## config.mk

```make
export PLATFORM = sky130hd
export DESIGN_NAME = uart_rx_ctrl
export DESIGN_NICKNAME = d
export VERILOG_FILES = /design/src/rtl/uart_rx_ctrl.sv
export SDC_FILE = /design/constraint.sdc
export NUM_CORES = 1
export LEC_CHECK = 0
export ABC_AREA = 1
export CAP_MARGIN = 10
export CORE_ASPECT_RATIO = 0.75
export CORE_MARGIN = 10
export CORE_UTILIZATION = 40
export DETAILED_ROUTE_END_ITERATION = 8
export MAX_ROUTING_LAYER = met4
export PLACE_DENSITY = 0.71
export SLEW_MARGIN = 10
export SYNTH_ARGS = -nofsm -noshare
export SYNTH_HDL_FRONTEND = slang
export SYNTH_SLANG_ARGS = --single-unit
export TNS_END_PERCENT = 5
```

## constraint.sdc

```tcl
create_clock -name clk -period 1.9 [get_ports clk]
set_clock_uncertainty 0.05 [all_clocks]
set_input_delay 0.285 -clock clk [delete_from_list [all_inputs] [get_ports clk]]
set_output_delay 0.285 -clock clk [all_outputs]
set_load 0.03 [all_outputs]
```

## src/rtl/uart_rx_ctrl.sv

```systemverilog
`default_nettype none
// ============================================================================
// uart_rx_ctrl : UART receive sequencer (start qualify, mid-bit sample, stop
//                check, valid/ready byte handoff). Rev 1.0
// ============================================================================
module uart_rx_ctrl #(
   parameter int OVERSAMPLE = 16,
   parameter int DATA_BITS  = 8
) (
   input  logic                 clk,
   input  logic                 reset,
   input  logic                 sample,
   input  logic                 data,
   output logic                 shift_en,
   output logic                 shift_bit,
   output logic [DATA_BITS-1:0] rx,
   output logic                 rx_valid,
   input  logic                 rx_ready,
   output logic                 frame_err,
   output logic                 overrun,
   output logic                 start,
   output logic                 busy
);

   localparam int TW = (OVERSAMPLE > 1) ? $clog2(OVERSAMPLE) : 1;
   localparam int BW = (DATA_BITS > 1) ? $clog2(DATA_BITS) : 1;
   localparam logic [TW-1:0] T_MID  = TW'(OVERSAMPLE / 2 - 1);
   localparam logic [TW-1:0] T_END  = TW'(OVERSAMPLE - 1);
   localparam logic [BW-1:0] B_LAST = BW'(DATA_BITS - 1);

   typedef enum logic [2:0] {
      S_IDLE  = 3'd0,
      S_START = 3'd1,
      S_DATA  = 3'd2,
      S_STOP  = 3'd3,
      S_BREAK = 3'd4
   } state_t;

   state_t                 state, state_nx;
   logic                   sync1, rxs;
   logic [TW-1:0]          tcnt, tcnt_nx;
   logic [BW-1:0]          bit_idx, bit_idx_nx;
   logic [DATA_BITS-1:0]   asm_byte, asm_byte_nx;
   logic [DATA_BITS-1:0]   rx_nx;
   logic                   shift_en_nx, shift_bit_nx, rx_valid_nx;
   logic                   frame_err_nx, overrun_nx, start_nx, busy_nx;
   logic                   done;

   // Line is idle-high, so the synchroniser resets to 1 to avoid a fake start.
   always_ff @(posedge clk or negedge reset) begin
      if (!reset) begin
         sync1 <= 1'b1;
         rxs   <= 1'b1;
      end else begin
         sync1 <= data;
         rxs   <= sync1;
      end
   end

   always_ff @(posedge clk or negedge reset) begin
      if (!reset) begin
         state     <= S_IDLE;
         tcnt      <= '0;
         bit_idx   <= '0;
         asm_byte  <= '0;
         shift_en  <= 1'b0;
         shift_bit <= 1'b0;
         rx        <= '0;
         rx_valid  <= 1'b0;
         frame_err <= 1'b0;
         overrun   <= 1'b0;
         start     <= 1'b0;
         busy      <= 1'b0;
      end else begin
         state     <= state_nx;
         tcnt      <= tcnt_nx;
         bit_idx   <= bit_idx_nx;
         asm_byte  <= asm_byte_nx;
         shift_en  <= shift_en_nx;
         shift_bit <= shift_bit_nx;
         rx        <= rx_nx;
         rx_valid  <= rx_valid_nx;
         frame_err <= frame_err_nx;
         overrun   <= overrun_nx;
         start     <= start_nx;
         busy      <= busy_nx;
      end
   end

   always_comb begin
      state_nx     = state;
      tcnt_nx      = tcnt;
      bit_idx_nx   = bit_idx;
      asm_byte_nx  = asm_byte;
      shift_en_nx  = 1'b0;
      shift_bit_nx = shift_bit;
      rx_nx        = rx;
      rx_valid_nx  = rx_valid;
      frame_err_nx = 1'b0;
      overrun_nx   = 1'b0;
      start_nx     = 1'b0;
      done         = 1'b0;

      if (rx_valid && rx_ready) begin
         rx_valid_nx = 1'b0;
      end

      case (state)
         S_IDLE: begin
            if (!rxs) begin
               state_nx = S_START;
               tcnt_nx  = '0;
            end
         end
         S_START: begin
            if (sample) begin
               if (tcnt == T_MID) begin
                  tcnt_nx = '0;
                  if (rxs) begin
                     state_nx = S_IDLE;
                  end else begin
                     start_nx   = 1'b1;
                     state_nx   = S_DATA;
                     bit_idx_nx = '0;
                  end
               end else begin
                  tcnt_nx = tcnt + TW'(1);
               end
            end
         end
         S_DATA: begin
            if (sample) begin
               if (tcnt == T_END) begin
                  shift_en_nx           = 1'b1;
                  shift_bit_nx          = rxs;
                  asm_byte_nx[bit_idx]  = rxs;
                  tcnt_nx               = '0;
                  if (bit_idx == B_LAST) begin
                     state_nx   = S_STOP;
                     bit_idx_nx = '0;
                  end else begin
                     bit_idx_nx = bit_idx + BW'(1);
                  end
               end else begin
                  tcnt_nx = tcnt + TW'(1);
               end
            end
         end
         S_STOP: begin
            if (sample) begin
               if (tcnt == T_END) begin
                  tcnt_nx = '0;
                  if (rxs) begin
                     done     = 1'b1;
                     state_nx = S_IDLE;
                  end else begin
                     frame_err_nx = 1'b1;
                     state_nx     = S_BREAK;
                  end
               end else begin
                  tcnt_nx = tcnt + TW'(1);
               end
            end
         end
         S_BREAK: begin
            if (rxs) begin
               state_nx = S_IDLE;
               tcnt_nx  = '0;
            end
         end
         default: begin
            state_nx = S_IDLE;
            tcnt_nx  = '0;
         end
      endcase

      // A same-cycle consume frees the holding register for the new byte.
      if (done) begin
         if (!rx_valid || rx_ready) begin
            rx_nx       = asm_byte;
            rx_valid_nx = 1'b1;
         end else begin
            overrun_nx = 1'b1;
         end
      end

      busy_nx = (state_nx != S_IDLE);
   end

endmodule
`default_nettype wire

```

==> results of run 1 <==
cell families (layout without fill, tap and decap cells):
logic type / after synthesis / after routing / synth area share, %
buffers and inverters: 24 / 48 / 6.359
adders and majority gates: 3 / 3 / 2.271
xor gates and xnor gates: 2 / 2 / 1.060
DFF: 35 / 35 / 53.14
and+or+nand+nor: 118 / 118 / 32.32
AOI/OAI and AO/OA: 11 / 11 / 4.844
worst max-delay path by stage:
| stage | from | end | slack, ns | cells after the start |
|---|---|---|---|---|
| after floorplan | tcnt[0]$_DFFE_PN0P_ | asm_byte[0]$_DFFE_PN0P_ | 0.52 | 7 |
| after global placement | sample | asm_byte[1]$_DFFE_PN0P_ | 0.14 | 8 |
| after detailed placement | sample | asm_byte[6]$_DFFE_PN0P_ | 0.08 | 8 |
| after CTS | tcnt[0]$_DFFE_PN0P_ | asm_byte[6]$_DFFE_PN0P_ | 0.23 | 8 |
| after global routing | tcnt[0]$_DFFE_PN0P_ | asm_byte[6]$_DFFE_PN0P_ | 0.06 | 8 |
| final | tcnt[0]$_DFFE_PN0P_ | asm_byte[6]$_DFFE_PN0P_ | 0.22 | 8 |
worst max-delay path, cell delays in order (launching register included):
cell and delay (ns):
dfrtp_1 0.39, ha_1 0.28, nand3_2 0.12, nor2_4 0.14, nand2_2 0.23, nor2_1 0.20
nand2_1 0.07, nand2_1 0.06, nand2_1 0.04
cells in the final DEF (no fill, tap or decap), drive strengths merged:
cell type / n
inv: 18
clkinv: 1
nand3b: 1
o21ai: 10
nor2: 18
clkdlybuf4s50: 19
dfrtp: 33
nand3: 26
a21o: 1
xnor2: 1
ha: 3
xor2: 1
nor3: 2
clkbuf: 8
nand2: 64
nand4: 7
dfstp: 2
buf: 2
flip-flops by register name (all words and copies together), names as in the netlist, 3 cells and up:
signal	cells
state	3
rx	8
asm_byte	8
bit_idx	3
tcnt	4
metal layers:
layer	up-vias	part of all wire (%)	track usage, %
met3	6	6.5	3.642
met2	33	40	13.15
met5	-	0	-
met4	0	1.7	3.361
met1	592	52	12.73
li1	667	-	-
cell type report:
type,instances,area [um2]
Clock buffer,8,100.1
Fill cell,385,2034
Inverter,19,72.57
Multi-Input combinational cell,134,669.4
Sequential cell,35,878.3
Tap cell,55,68.82
Timing Repair Buffer,21,205.2
metrics by stage:
stage	hold WS, ns	power, mW	instance area (um2)	util [%]	std cells
after floorplan	-0.06059	1.193	1653	-	193
after global placement	0.2956	1.297	1894	47.02	264
after detailed placement	0.2972	1.301	1894	47.02	264
after CTS	0.3083	1.880	1994	49.50	272
after global routing	0.3131	1.996	1994	49.50	272
final	0.3057	1.869	1994	49.50	272
report_power, final:
part,internal (mW),switching [mW],leakage [nW],total (mW)
Sequential,0.811,0.0832,0.467,0.895
Combinational,0.135,0.265,0.490,0.400
Clock,0.330,0.244,0.0515,0.574
==> flow_summary.ini, run 1 <==
[detailed_routing]
via_count = 1298
ant_nets = 0
routed_wirelength_um = 3159
drcViolationCount = 0
drt_iter0_drc = 97
wire_per_inst_um = 11.61
via_per_inst = 4.772
dr.pass1.iters = 4

[synth]
async_flop_share_pct = 100.0
yosys.area.top_type = dfrtp_1
synth_area_mm2 = 0.001653
yosys-top-cells-area = dfrtp_1 (50%), nand2_1 (14%), nand3_1 (7.3%)
synth_common_cells = nand2_1 (61), dfrtp_1 (33), nand3_1 (24)
synth_nets = 201
synth-seq-cells = 35
synth_edf_count = 0
synthDistinctLibCells = 27
synth_area_per_cell_um2 = 8.564
synth_top_area_share_pct = 49.96
synth.yosys.seq_area_share_pct = 53.14
synth_flop_cell = dfrtp_1
synth_most_common_cell = nand2_1
yosysWarnings = 0
syn_inst = 193

[grt]
antenna_found_initial = 0
grt_max_degree = 36
grt_pass1_vias = 1155
grt_overflow = 0
grtUsageTotal_pct = 9.650
grt_pass1_wl_um = 5368

[hold_path]
hp-class = reg -> reg
hold_end = rxs$_DFF_PN1_
min_delay_path_depth = 0
min_from = sync1$_DFF_PN1_

[pwr]
leakage_nw = 1.009
ir_drop_v = 0.0003199
p_per_area_mw_per_mm2 = 937.1

[setup_path]
r2r-start = tcnt[0]$_DFFE_PN0P_
r2r-end = asm_byte[6]$_DFFE_PN0P_
reg2reg_setup_slack_ns = 0.22
worstSetupStartpointType = flip-flop
worstPathArrival_ns = 1.81
worstPathRequired_ns = 2.03
critPathMaxFanout = 15
critPathCaptureType = flip-flop
worstSetupPathType = reg -> reg
r2r_cells = 8

[cts]
clockRootBuffer = clkbuf_8
clk_pin_slew_ns = 0.07
clockBufferDepth = 2
postCtsResizedCells = 0
cts_sinks = 35
numCtsBuffers = 5
post-cts-setup-buffer-count = 0
cts_hold_buf = 0
clk-insertion-delay-late_ns = 0.28
cts_tree = done
cts_max_level = 2

[final_layout]
area_delta_synth_final_pct = 20.67
final_layout_size_suffix_gt1_share_pct = 12.90
diodes = 0
fin_nets = 224

[timing]
hold_viol = 0
setup_viol = 0
clock.fmax_ghz = 0.5947
fin_setup_tns_ns = 0
report.final.slew_viol_count = 0
tightest_slew_ns = 0.4235
setup_slack_ns = 0.2185
fin_crit_sh_pct = 88.50
max-slew-margin-rel_pct = 71.76
min_period_ns = 1.682
rsz0062_at_grt = no

[placement]
dp_hpwl_um = 2328
preCtsSetupSlack_ns = 0.08347
portBuffers = 19
gp_congestion = 0.9054

[run]
cap_violations = 0

[die]
die_w_um = 94.23
start_util_pct = 41.02
die_h_um = 75.67
core-area_mm2 = 0.004029
ios = 20
dieArea_mm2 = 0.007130
rows = 20

[run_status]
status = complete, no violations
No activity file was read; power rests on OpenSTA's default activity.
==> run 2, diff against run 1 <==
- CAP_MARGIN: 10 -> not set
==> results of run 2 <==
The final DEF is identical to that of run 1; final timing and power are the same.
==> run 3, diff against run 2 <==
- CTS_BUF_LIST: not set -> sky130_fd_sc_hd__clkbuf_4
==> run 3 against run 2 <==
- power shrank 11%
- wire length shrank 0.89%
- cell area shrank 2.4%
- sequential power is essentially flat
- sequential share of layout area grew 1.1 points
- first-iteration DRC count shrank 2.1%
- register-to-register slack is essentially flat
- cell count is the same
- via count grew 1.0%
- utilization shrank 1.2 points
- setup slack lost 0.031 ns
- largest power group unchanged
==> flow_summary.ini, run 3 (synthesis gave the netlist of run 1 again) <==
[run_status]
status = complete, no violations

[final_layout]
final_core_util_pct = 48.32
area_delta_synth_final_pct = 17.79
final_cell_mix = nand2_1 (61), dfrtp_1 (33), nand3_1 (24), clkdlybuf4s50_1 (19), inv_1 (16)
diodes = 0
fin_nets = 224
stdcell_count = 272
final_area_mm2 = 0.001947
final_common_cell = nand2_1
final_layout_size_suffix_gt1_share_pct = 12.44
largestRegisters = asm_byte x8, rx x8, tcnt x4

[timing]
min_period_ns = 1.713
max-slew-margin-rel_pct = 71.89
setup_viol = 0
report.final.slew_viol_count = 0
fin_crit_sh_pct = 90.15
whs_ns = 0.2986
clock.fmax_ghz = 0.5838
tightest_slew_ns = 0.4216
setup_slack_ns = 0.1871
hold_viol = 0
fin_setup_tns_ns = 0
rsz0062_at_grt = no

[die]
die_h_um = 75.67
rows = 20
ios = 20
die_w_um = 94.23
dieArea_mm2 = 0.007130
core-area_mm2 = 0.004029
start_util_pct = 41.02

[detailed_routing]
wire_per_inst_um = 11.51
via_per_inst = 4.820
routed_wirelength_um = 3131
dr.pass1.iters = 5
via_count = 1311
drt_iter0_drc = 95
drcViolationCount = 0
ant_nets = 0

[cts]
postCtsResizedCells = 0
clk-insertion-delay-late_ns = 0.33
cts_tree = done
cts_hold_buf = 0
clk_pin_slew_ns = 0.10
post-cts-setup-buffer-count = 0
cts_max_level = 2
clockBufferDepth = 2
numCtsBuffers = 5
cts_sinks = 35
clockRootBuffer = clkbuf_4

[placement]
portBuffers = 19
place_area_mm2 = 0.001894
dp_hpwl_um = 2328
preCtsSetupSlack_ns = 0.08347
place_inst = 264
gp_congestion = 0.9054

[setup_path]
worstPathArrival_ns = 1.38
worstSetupPathType = reg -> out
worstPathRequired_ns = 1.56
worstSetupStartpointType = flip-flop
cpLargestDelayFamily = buffers and inverters
slowest_delay_ns = 0.69
reg2reg_setup_slack_ns = 0.23
critPathMaxFanout = 2
path_cells = clkdlybuf4s50_1
critPathCaptureType = output pin
cpMaxStageDelayCell = clkdlybuf4s50_1
path_buf_inv = 1

[grt]
antenna_found_initial = 0
grt_overflow = 0
grt_pass1_vias = 1155
grtUsageTotal_pct = 9.564
grt_pass1_wl_um = 5306
grt_max_degree = 36

[run]
cap_violations = 0

[pwr]
p_total_mw = 1.666
ir_drop_v = 0.0003132
leakage_nw = 0.9882
p_per_area_mw_per_mm2 = 855.5

[hold_path]
hp-class = in -> async
## run 3: changes by cell type in the layout (fill, tap and decap cells not counted)
| cell | before | now |
|---|---|---|
| clkbuf_4 | 0 | 6 |
| clkbuf_8 | 7 | 0 |
| clkinv_1 | 0 | 2 |
| clkbuf_1 | 1 | 0 |
## run 3: area by class of cell
cell class / instances / area [um2]
Inverter: 19 / 72.57
Fill cell: 391 / 2082
Sequential cell: 35 / 878.3
Tap cell: 55 / 68.82
Multi-Input combinational cell: 134 / 669.4
Timing Repair Buffer: 21 / 205.2
Clock inverter: 2 / 7.507
Clock buffer: 6 / 45.04
## run 3: per-layer routing
layer	wire length, um	global-route usage [%]
met1	1560	12.67
met2	1311	12.92
met3	207	3.642
met4	51	3.361
met5	0	-
## run 3: worst paths after layout
path                                            start                      end  cells after the start
worst max-delay path            shift_bit$_DFFE_PN0P_                shift_bit                      1
worst min-delay path                            reset        rx[5]$_DFFE_PN0P_                      2
worst max register to register    tcnt[0]$_DFFE_PN0P_  asm_byte[6]$_DFFE_PN0P_                      8
worst min register to register        sync1$_DFF_PN1_            rxs$_DFF_PN1_                      0
max in group asynchronous                       reset            rxs$_DFF_PN1_                      2
min in group clk                                 data          sync1$_DFF_PN1_                      1
## run 3: report_power, final
part | switching (mW) | internal, mW
clock | 0.224 | 0.151
combinational | 0.263 | 0.135
sequential | 0.0824 | 0.810
total | 0.569 | 1.10
